--- config.mk ---
export PLATFORM = sky130hd
export DESIGN_NAME = m_layer_pool_1_flat
export DESIGN_NICKNAME = d
export VERILOG_FILES = /design/src/rtl/m_layer_pool_1_if.sv /design/src/rtl/m_layer_pool_1.sv /design/src/flat_wrapper.sv
export SDC_FILE = /design/constraint.sdc
export NUM_CORES = 1
export LEC_CHECK = 0
export ABC_AREA = 1
export CORE_ASPECT_RATIO = 1.25
export CORE_MARGIN = 2
export CORE_UTILIZATION = 54
export CTS_BUF_LIST = sky130_fd_sc_hd__clkbuf_8 sky130_fd_sc_hd__clkbuf_16
export DETAILED_ROUTE_END_ITERATION = 8
export PLACE_DENSITY_LB_ADDON = 0.12
export REMOVE_ABC_BUFFERS = 1
export SYNTH_ARGS = -nofsm -noshare
export SYNTH_HDL_FRONTEND = slang
export SYNTH_SLANG_ARGS = --single-unit
--- constraint.sdc ---
create_clock -name clk -period 2.25 [get_ports clk]
set_input_delay 0.225 -clock clk [delete_from_list [all_inputs] [get_ports clk]]
set_output_delay 0.225 -clock clk [all_outputs]
set_load 0.005 [all_outputs]
--- src/rtl/m_layer_pool_1_if.sv ---
// Bus bundle between the pool stage, the conv output buffer it reads
// and the next layer's buffer it writes.
interface m_layer_pool_1_if #(
  parameter int ADDR_W  = 10,
  parameter int OADDR_W = 8,
  parameter int DATA_W  = 8
);
  logic               rd_en;
  logic [ADDR_W-1:0]  rd_addr;
  logic [DATA_W-1:0]  d_in;
  logic [DATA_W-1:0]  pool_out;
  logic               pool_valid;
  logic [OADDR_W-1:0] pool_addr;

  // Pool stage side: issues reads, consumes buffer data, produces pixels.
  modport master (
    output rd_en, rd_addr, pool_out, pool_valid, pool_addr,
    input  d_in
  );

  // Buffer / consumer side.
  modport slave (
    input  rd_en, rd_addr, pool_out, pool_valid, pool_addr,
    output d_in
  );
endinterface

--- src/rtl/m_layer_pool_1.sv ---
// 2x2 stride-2 max-pool of the layer-1 conv buffer. After start it streams
// one read per cycle (four per window, raster order), tracks the running
// maximum one cycle behind the reads and strobes one pooled pixel per window.
module m_layer_pool_1 #(
  parameter int IMG_W   = 26,
  parameter int IMG_H   = 26,
  parameter int ADDR_W  = 10,
  parameter int OADDR_W = 8,
  parameter int DATA_W  = 8
) (
  input  logic              clk,
  input  logic              rst,
  input  logic              start,
  m_layer_pool_1_if.master  bus,
  output logic              busy,
  output logic              done
);

  localparam logic [ADDR_W-1:0]  OW_M1  = ADDR_W'(IMG_W / 2 - 1);
  localparam logic [ADDR_W-1:0]  OH_M1  = ADDR_W'(IMG_H / 2 - 1);
  localparam logic [ADDR_W-1:0]  OFF_W  = ADDR_W'(IMG_W);
  localparam logic [ADDR_W-1:0]  OFF_W1 = ADDR_W'(IMG_W + 1);
  localparam logic [ADDR_W-1:0]  ROW2   = ADDR_W'(2 * IMG_W);
  localparam logic [OADDR_W-1:0] NP_M1  = OADDR_W'((IMG_W / 2) * (IMG_H / 2) - 1);

  typedef enum logic [1:0] {S_IDLE, S_READ, S_DRAIN, S_DONE} state_t;

  state_t state_q, state_d;

  // Read-side counters describe the read being issued this cycle.
  logic [1:0]        ph_q, ph_d;
  logic [ADDR_W-1:0] col_q, col_d;
  logic [ADDR_W-1:0] row_q, row_d;
  logic [ADDR_W-1:0] base_q, base_d;
  logic [ADDR_W-1:0] row_base_q, row_base_d;
  logic              last_rd;

  // Stage p1 is aligned with d_in (one cycle behind the read).
  logic              vld_p1_q, vld_p1_d;
  logic [1:0]        ph_p1_q, ph_p1_d;
  logic [DATA_W-1:0] max_q, max_d;
  logic [DATA_W-1:0] pool_out_q, pool_out_d;
  logic              pool_valid_q, pool_valid_d;
  logic [OADDR_W-1:0] pool_addr_q, pool_addr_d;

  function automatic logic [DATA_W-1:0] umax(input logic [DATA_W-1:0] a,
                                             input logic [DATA_W-1:0] b);
    return (a > b) ? a : b;
  endfunction

  assign last_rd = (state_q == S_READ) && (ph_q == 2'd3) &&
                   (col_q == OW_M1) && (row_q == OH_M1);

  // State register.
  always_ff @(posedge clk or negedge rst) begin
    if (!rst) state_q <= S_IDLE;
    else      state_q <= state_d;
  end

  // Next-state logic: single pass, DONE is terminal until reset.
  always_comb begin
    state_d = state_q;
    case (state_q)
      S_IDLE:  if (start) state_d = S_READ;
      S_READ:  if (last_rd) state_d = S_DRAIN;
      S_DRAIN: if (pool_valid_q && (pool_addr_q == NP_M1)) state_d = S_DONE;
      default: state_d = S_DONE;
    endcase
  end

  // FSM outputs: read strobe/address and status.
  always_comb begin
    bus.rd_en   = (state_q == S_READ);
    bus.rd_addr = '0;
    if (state_q == S_READ) begin
      case (ph_q)
        2'd0:    bus.rd_addr = base_q;
        2'd1:    bus.rd_addr = base_q + ADDR_W'(1);
        2'd2:    bus.rd_addr = base_q + OFF_W;
        default: bus.rd_addr = base_q + OFF_W1;
      endcase
    end
    busy = (state_q == S_READ) || (state_q == S_DRAIN);
    done = (state_q == S_DONE);
  end

  // Window walk: phase fastest, then column, then row pair.
  always_comb begin
    ph_d       = ph_q;
    col_d      = col_q;
    row_d      = row_q;
    base_d     = base_q;
    row_base_d = row_base_q;
    if (state_q == S_IDLE) begin
      ph_d       = '0;
      col_d      = '0;
      row_d      = '0;
      base_d     = '0;
      row_base_d = '0;
    end else if (state_q == S_READ) begin
      ph_d = ph_q + 2'd1;
      if (ph_q == 2'd3) begin
        if (col_q == OW_M1) begin
          col_d      = '0;
          row_d      = row_q + ADDR_W'(1);
          row_base_d = row_base_q + ROW2;
          base_d     = row_base_q + ROW2;
        end else begin
          col_d  = col_q + ADDR_W'(1);
          base_d = base_q + ADDR_W'(2);
        end
      end
    end
  end

  // Stage p1: running max over the window, emit on its fourth sample.
  always_comb begin
    vld_p1_d     = (state_q == S_READ);
    ph_p1_d      = ph_q;
    max_d        = max_q;
    pool_out_d   = pool_out_q;
    pool_valid_d = 1'b0;
    pool_addr_d  = pool_addr_q;
    if (pool_valid_q && (pool_addr_q != NP_M1)) pool_addr_d = pool_addr_q + OADDR_W'(1);
    if (vld_p1_q) begin
      case (ph_p1_q)
        2'd0:    max_d = bus.d_in;
        2'd3: begin
          pool_out_d   = umax(max_q, bus.d_in);
          pool_valid_d = 1'b1;
        end
        default: max_d = umax(max_q, bus.d_in);
      endcase
    end
  end

  // Counter and datapath registers.
  always_ff @(posedge clk or negedge rst) begin
    if (!rst) begin
      ph_q         <= '0;
      col_q        <= '0;
      row_q        <= '0;
      base_q       <= '0;
      row_base_q   <= '0;
      vld_p1_q     <= 1'b0;
      ph_p1_q      <= '0;
      max_q        <= '0;
      pool_out_q   <= '0;
      pool_valid_q <= 1'b0;
      pool_addr_q  <= '0;
    end else begin
      ph_q         <= ph_d;
      col_q        <= col_d;
      row_q        <= row_d;
      base_q       <= base_d;
      row_base_q   <= row_base_d;
      vld_p1_q     <= vld_p1_d;
      ph_p1_q      <= ph_p1_d;
      max_q        <= max_d;
      pool_out_q   <= pool_out_d;
      pool_valid_q <= pool_valid_d;
      pool_addr_q  <= pool_addr_d;
    end
  end

  assign bus.pool_out   = pool_out_q;
  assign bus.pool_valid = pool_valid_q;
  assign bus.pool_addr  = pool_addr_q;

endmodule

--- src/flat_wrapper.sv ---
// flat-port wrapper written by rule: the top's interface ports become plain ports
module m_layer_pool_1_flat 
#(
  parameter int IMG_W   = 26,
  parameter int IMG_H   = 26,
  parameter int ADDR_W  = 10,
  parameter int OADDR_W = 8,
  parameter int DATA_W  = 8
)
  (clk, rst, start, busy, done, bus_rd_en, bus_rd_addr, bus_pool_out, bus_pool_valid, bus_pool_addr, bus_d_in);
  m_layer_pool_1_if #(.ADDR_W(ADDR_W), .OADDR_W(OADDR_W), .DATA_W(DATA_W)) bus_i ();
  input  logic clk;
  input  logic rst;
  input  logic start;
  output logic busy;
  output logic done;
  output wire logic [$bits(bus_i.rd_en)-1:0] bus_rd_en;
  output wire logic [$bits(bus_i.rd_addr)-1:0] bus_rd_addr;
  output wire logic [$bits(bus_i.pool_out)-1:0] bus_pool_out;
  output wire logic [$bits(bus_i.pool_valid)-1:0] bus_pool_valid;
  output wire logic [$bits(bus_i.pool_addr)-1:0] bus_pool_addr;
  input wire logic [$bits(bus_i.d_in)-1:0] bus_d_in;
  assign bus_rd_en = bus_i.rd_en;
  assign bus_rd_addr = bus_i.rd_addr;
  assign bus_pool_out = bus_i.pool_out;
  assign bus_pool_valid = bus_i.pool_valid;
  assign bus_pool_addr = bus_i.pool_addr;
  assign bus_i.d_in = bus_d_in;
  m_layer_pool_1 #(.IMG_W(IMG_W), .IMG_H(IMG_H), .ADDR_W(ADDR_W), .OADDR_W(OADDR_W), .DATA_W(DATA_W)) u_core (.clk(clk), .rst(rst), .start(start), .bus(bus_i), .busy(busy), .done(done));
endmodule
==> results of run 1 <==
## final timing paths
kind	to	depth (start not counted)
worst max-delay path	bus_rd_addr[8]	14
worst min-delay path	u_core.bus.pool_addr[6]	2
worst max register to register	u_core.col_q[6]	10
worst min register to register	u_core.bus.pool_out[5]	2
max in group asynchronous	u_core.row_q[2]	3
min in group clk	u_core.bus.pool_out[5]	2
## cells in the mapped netlist (4+ instances only)
cell,count,share of area [%]
nor3_1,15,1.7
nand2_1,164,14
nand4_1,8,1.1
xnor2_1,5,0.98
a21oi_1,27,3.0
nand2_2,4,0.56
dfrtp_1,70,39
nor2_1,49,4.1
ha_1,28,7.8
o21ai_0,38,4.2
nand3_1,53,5.9
xor2_1,17,3.3
inv_1,73,6.1
## metrics by stage
stage                     TNS [ns]  worst slack, ns  instance area [um2]  util (%)
after global placement      -0.773           -0.149                 5180      63.6
after detailed placement     -1.11           -0.212                 5180      63.6
after global routing         -1.18           -0.205                 5650      69.3
after floorplan                  0            0.333                 4420         -
final                       -0.499          -0.0950                 5650      69.3
after CTS                   -0.444          -0.0858                 5530      67.8
## flip-flops by register name (all words and copies together) (netlist names)
signal,cells
u_core.base_q,10
u_core.bus.pool_addr,8
u_core.bus.pool_out,8
u_core.bus.pool_valid,1
u_core.col_q,10
u_core.max_q,8
u_core.ph_p1_d,2
u_core.ph_p1_q,2
u_core.row_base_q,8
u_core.row_q,10
u_core.state_q,2
u_core.vld_p1_q,1
## power by group through the flow
stage / registers [uW] / logic [uW] / clock network, uW
final: 1730 / 2990 / 1130
after global routing: 1760 / 3340 / 1180
after CTS: 1720 / 2760 / 1140
after detailed placement: 1740 / 2550 / 0
after global placement: 1730 / 2480 / 0
after floorplan: 1730 / 1420 / 0
## kinds of logic (layout without fill, tap and decap cells)
logic type | count (synthesis) | in the layout | synth area share (%)
buf+inv | 85 | 171 | 8.01
flops | 70 | 70 | 39.1
fa+ha+maj | 29 | 29 | 8.26
compound gates | 79 | 79 | 9.63
simple gates | 309 | 309 | 30.7
xor+xnor | 22 | 22 | 4.30
## worst max-delay path, cell delays in order, from the launching register on
cell and delay (ns):
dfrtp_1 0.39, inv_2 0.09, ha_4 0.15, inv_6 0.05, fa_2 0.37, nand3_2 0.11
nand2_2 0.06, nand2_4 0.07, a21oi_4 0.07, nand2_2 0.07, nand2_1 0.04, nand2_1 0.05
nand2_1 0.04, nor2_1 0.08, buf_2 0.11
## layout make-up
type | count | area [um2]
Multi-Input combinational cell | 439 | 2580
Fill cell | 670 | 2500
Clock buffer | 10 | 138
Inverter | 78 | 304
Tap cell | 97 | 121
Sequential cell | 70 | 1750
Timing Repair Buffer | 77 | 669
Clock inverter | 6 | 78.8
## timing repair
action | in CTS | in global routing
gates cloned | 0 | 0
hold buffers | 1 | 0
setup endpoints to repair | 10 | 12
endpoints found under the hold margin | 26 | 0
gates resized for setup | 70 | 33
pin swaps | 16 | 20
setup buffers | 3 | 5
## routing by layer
metal	wire (um)	vias up	part of all wire, %	track usage, %
li1	-	2093	-	-
met2	5700	82	52	45.2
met4	407	0	3.7	12.6
met3	341	31	3.1	3.21
met5	0	-	0	0
met1	4490	1970	41	28.6
==> flow_summary_export.csv, run 1 <==
group,metric,value,unit
status,status,"complete, but fails checks",
status,violations,"negative setup slack",
die,die_y,106,um
drt,detail-route-antenna-nets,0,
hold_path,holdCritPathClass,"input pin to asynchronous set/reset pin",
placed_design,gp_congestion,0.874,
grt,gr-total-overflow,0,
die,die_x,85.5,um
timing,setup_ws,-0.0950,ns
synthesis,syn_area_per_cell,7.55,um2
setup_path,worstSetupStartpointType,"flop",
timing,tightest_slew,0.726,ns
timing,slew_violations,0,
drt,drt_pass1_iterations,5,
die,initial_core_util,55.0,%
die,die_area,9050,um2
timing,fin_crit_sh,104,%
setup_path,timing.reg2reg.setup_slack,0.23,ns
run,cap_violations,0,
drt,initialDrtViolationCount,197,
pwr,p_leak,0.00277,uW
pwr,p_comb_share,51.1,%
drt,drt_wl_total,10900,um
clocking,numCtsBuffers,9,
placed_design,placedCellCount,753,
grt,grt_max_degree,29,
timing,rsz0062_at_grt,"yes",
timing,period_needed,2.34,ns
pwr,power,5850,uW
setup_path,timing.rr.start,"u_core.state_q[1]",
drt,drc,0,
cells_and_area,area_growth,25.9,%
placed_design,port_buffers,40,
pwr,p_int,3490,uW
timing,fin_skew,0.00814,ns
clocking,clock_sinks,70,
clocking,path_clk_slew,0.07,ns
cells_and_area,final_nets,715,
drt,vias_per_cell,5.37,
setup_path,worstPathRequired,2.03,ns
synthesis,ys.flop_type,"dfrtp_1",
pwr,clkPwrFrac,19.3,%
synthesis,yosys_warnings,0,
drt,dr_total_vias,4176,
synthesis,netlist-cell-type-count,42,
clocking,clkLatencyLatePin,0.37,ns
synthesis,yosysSeqAreaShare,39.1,%
die,coreArea,8150,um2
synthesis,async_reset_ff_share,100,%
setup_path,crit_start,"u_core.ph_p1_d[1]",
timing,relSlewSlack,51.6,%
cells_and_area,layout.cells.non_filler,777,
grt,first_global_vias,4099,
clocking,root_buffer,"clkbuf_8",
cells_and_area,drive_gt1_share,17.6,%
setup_path,endpoint_kind,"output pin",
die,ios,41,
die,rows,37,
clocking,cts_tree,"yes",
timing,fmax,426,MHz
drt,wire_per_inst,14.1,um
pwr,p_sw_share,40.2,%
clocking,cts_max_level,3,
pwr,p_seq_share,29.6,%
pwr,peakVddDrop,0.000679,V
synthesis,synth_edf_count,0,
timing,setup_viol,7,
cells_and_area,final_common_cell,"nand2_1",
pwr,power_density,1040,nW/um2
synthesis,syn-cell-area,4480,um2
timing,whs,0.451,ns
synthesis,ys_seq_elements,70,
grt,antenna_found_initial,0,
synthesis,synthCells,594,
setup_path,critical_path_arrival,2.12,ns
timing,hold_viol,0,
cells_and_area,layout_common_cells,"nand2_1, dfrtp_1, inv_1",
clocking,clk_path_buf_depth,2,
grt,track_usage,25.1,%
pwr,power.switching,2350,uW
cells_and_area,diodes,0,
grt,grt_pass1_wl,18100,um
placed_design,hpwlAfterDp,7750,um
setup_path,worstSetupPathType,"flop to output pin",
setup_path,crit_fanout,4,
(Power assumes the default switching activity.)
==> inputs of run 2 (changes only) <==
- ABC_AREA: 1 -> not set
==> flow_summary_export.csv, run 2 <==
group,metric,value,unit
setup_path,worstPathRequired,2.03,ns
grt,grt_pass1_wl,18100,um
hold_path,holdCritPathClass,"input pin to asynchronous set/reset pin",
die,die_y,104,um
cells_and_area,post-route-cell-area,5810,um2
timing,fmax,356,MHz
setup_path,crit_fanout,4,
synthesis,ys_seq_elements,70,
clocking,root_buffer,"clkbuf_8",
drt,vias_per_cell,5.73,
synthesis,yosys_warnings,0,
status,status,"complete, but fails checks",
grt,first_global_vias,3900,
drt,dr_total_vias,3871,
timing,fin_crit_sh,125,%
cells_and_area,reg.largest.list,"u_core.base_q (10), u_core.col_q (10), u_core.row_q (10)",
synthesis,netlist-cell-type-count,63,
timing,setup_ws,-0.562,ns
grt,antenna_found_initial,0,
synthesis,async_reset_ff_share,100,%
setup_path,timing.reg2reg.setup_slack,0.09,ns
status,violations,"negative setup slack",
die,die_area,8820,um2
timing,fin_skew,0.00709,ns
cells_and_area,multi_input_area,2660,um2
synthesis,synthTopCellsByArea,"dfrtp_1, ha_1, xnor2_1",
cells_and_area,seqCellArea,1750,um2
setup_path,worstSetupStartpointType,"flop",
clocking,clkLatencyLatePin,0.37,ns
grt,track_usage,25.4,%
drt,initialDrtViolationCount,160,
timing,hold_viol,0,
die,coreArea,7840,um2
setup_path,critical_path.top_delay_family,"simple AND/OR/NAND/NOR gates",
synthesis,yosys.area.top_type,"dfrtp_1",
setup_path,cpMostUsedCell,"ha_4",
clocking,clk_path_buf_depth,2,
setup_path,r2r-end,"u_core.state_q[1]",
placed_design,hpwlAfterDp,7420,um
synthesis,syn_area_per_cell,9.26,um2
drt,drt_pass1_iterations,4,
setup_path,worstSetupPathType,"flop to output pin",
cells_and_area,area_growth,33.3,%
setup_path,path_cells,"inv_2 -> ha_4 -> inv_6 -> ha_4 -> a31oi_4 -> nor2b_2 -> nor3_2 -> or4b_1 -> a32o_1 -> buf_2",
setup_path,critical_path_arrival,2.59,ns
clocking,path_clk_slew,0.08,ns
grt,grt_max_degree,48,
setup_path,crit_buf_inv,3,
run,cap_violations,0,
synthesis,synthCells,471,
drt,detail-route-antenna-nets,0,
setup_path,timing.rr.start,"u_core.state_q[1]",
pwr,power,2670,uW
clocking,numCtsBuffers,9,
synthesis,syn-cell-area,4360,um2
timing,relSlewSlack,62.2,%
clocking,cts_max_level,3,
pwr,p_leak,0.00259,uW
cells_and_area,diodes,0,
timing,slew_violations,0,
timing,rsz0062_at_grt,"yes",
grt,gr-total-overflow,0,
timing,period_needed,2.81,ns
timing,tightest_slew,0.567,ns
cells_and_area,layout_common_cells,"dfrtp_1, buf_4, nand2_1",
placed_design,port_buffers,40,
synthesis,ys.flop_type,"dfrtp_1",
die,initial_core_util,55.7,%
placed_design,gp_congestion,0.909,
cells_and_area,drive_gt1_share,26.9,%
die,die_x,84.4,um
drt,wire_per_inst,16.4,um
setup_path,reg2reg_depth,8,
pwr,power_density,460,nW/um2
clocking,cts_tree,"yes",
setup_path,max_stage_delay,0.50,ns
die,ios,41,
cells_and_area,final_nets,616,
setup_path,cp_slowest_cell,"or4b_1",
setup_path,endpoint_kind,"output pin",
cells_and_area,layout.cells.non_filler,676,
drt,drt_wl_total,11100,um
clocking,clock_sinks,70,
setup_path,path_depth,10,
synthesis,synth_top_area_share,40.1,%
placed_design,placedCellCount,644,
drt,drc,0,
pwr,peakVddDrop,0.000434,V
placed_design,placed_area,5240,um2
synthesis,synthTopCellsByCount,"dfrtp_1, nand2_1, nor2_1",
die,rows,36,
cells_and_area,final_common_cell,"dfrtp_1",
synthesis,yosys.cell_count.top_type,"dfrtp_1",
cells_and_area,fillers,559,
synthesis,yosysSeqAreaShare,40.1,%
synthesis,synth_edf_count,0,
timing,setup_viol,10,
-- run 2: cell types whose count changed in the layout (fill, tap and decap cells not counted), moves of 16 or more --
cell / change
xnor2_1: +16
inv_1: -48
buf_4: +36
o21ai_0: -16
nand2_1: -105
nand3_1: -31
-- run 2: stage by stage --
step,setup WS (ns),hold WS (ns),utilization [%],TNS (ns)
after floorplan,-0.322,-0.0706,-,-4.34
after global placement,-0.434,0.249,66.8,-5.34
after detailed placement,-0.551,0.255,66.8,-6.88
after CTS,-0.482,0.401,72.7,-2.63
after global routing,-0.605,0.445,74.2,-3.96
final,-0.562,0.398,74.2,-3.30
-- run 2: how the worst max path moves through the flow --
stage                     slack [ns]               from                 to
after global placement         -0.43  u_core.ph_p1_d[1]     bus_rd_addr[6]
after global routing           -0.60  u_core.ph_p1_d[1]     bus_rd_addr[6]
final                          -0.56  u_core.ph_p1_d[1]     bus_rd_addr[6]
after CTS                      -0.48  u_core.ph_p1_d[1]     bus_rd_addr[6]
after floorplan                -0.32  u_core.state_q[1]  u_core.state_q[1]
after detailed placement       -0.55  u_core.ph_p1_d[1]     bus_rd_addr[6]
-- run 2: cell families after synthesis --
kind of cell / Yosys count / share of synthesized area, %
AO/OA/AOI/OAI: 91 / 13.3
XOR/XNOR: 34 / 6.83
adder cells (fa/ha/maj): 29 / 8.49
buffers and inverters: 46 / 4.39
flip-flops: 70 / 40.1
multiplexers: 14 / 4.19
AND/OR/NAND/NOR: 187 / 22.7
-- run 2: timing repair --
action                     4_1_cts  5_1_grt
setup endpoints to repair       10       24
gates cloned                     0        1
hold buffers                     1        0
hold endpoints to repair        23        0
pin swaps                       20       14
resized for setup               78       16
buffers inserted                 6        9
-- run 2: report_power, final --
group | internal, uW | switching, uW
logic | 62.2 | 73.5
clock network | 764 | 504
registers | 1260 | 6.25
-- run 2: final cells by class --
| type | instances | area share, % |
|---|---|---|
| Multi-Input combinational cell | 356 | 45.7 |
| Sequential cell | 70 | 30.1 |
| Timing Repair Buffer | 114 | 16.2 |
| Clock buffer | 10 | 2.37 |
| Tap cell | 95 | 2.04 |
| Clock inverter | 6 | 1.87 |
| Inverter | 25 | 1.70 |
-- run 2: routing by layer --
layer	vias to the layer above	GRT usage [%]	share of wire [%]
li1	1881	-	-
met5	-	0	0
met3	21	5.16	3.6
met1	1883	28.9	41
met2	86	46.4	53
met4	0	9.41	2.4
==> inputs of run 3 (changes only) <==
- SLEW_MARGIN: not set -> 20
==> results of run 3 <==
The final DEF is identical to that of run 2; final timing and power are the same.
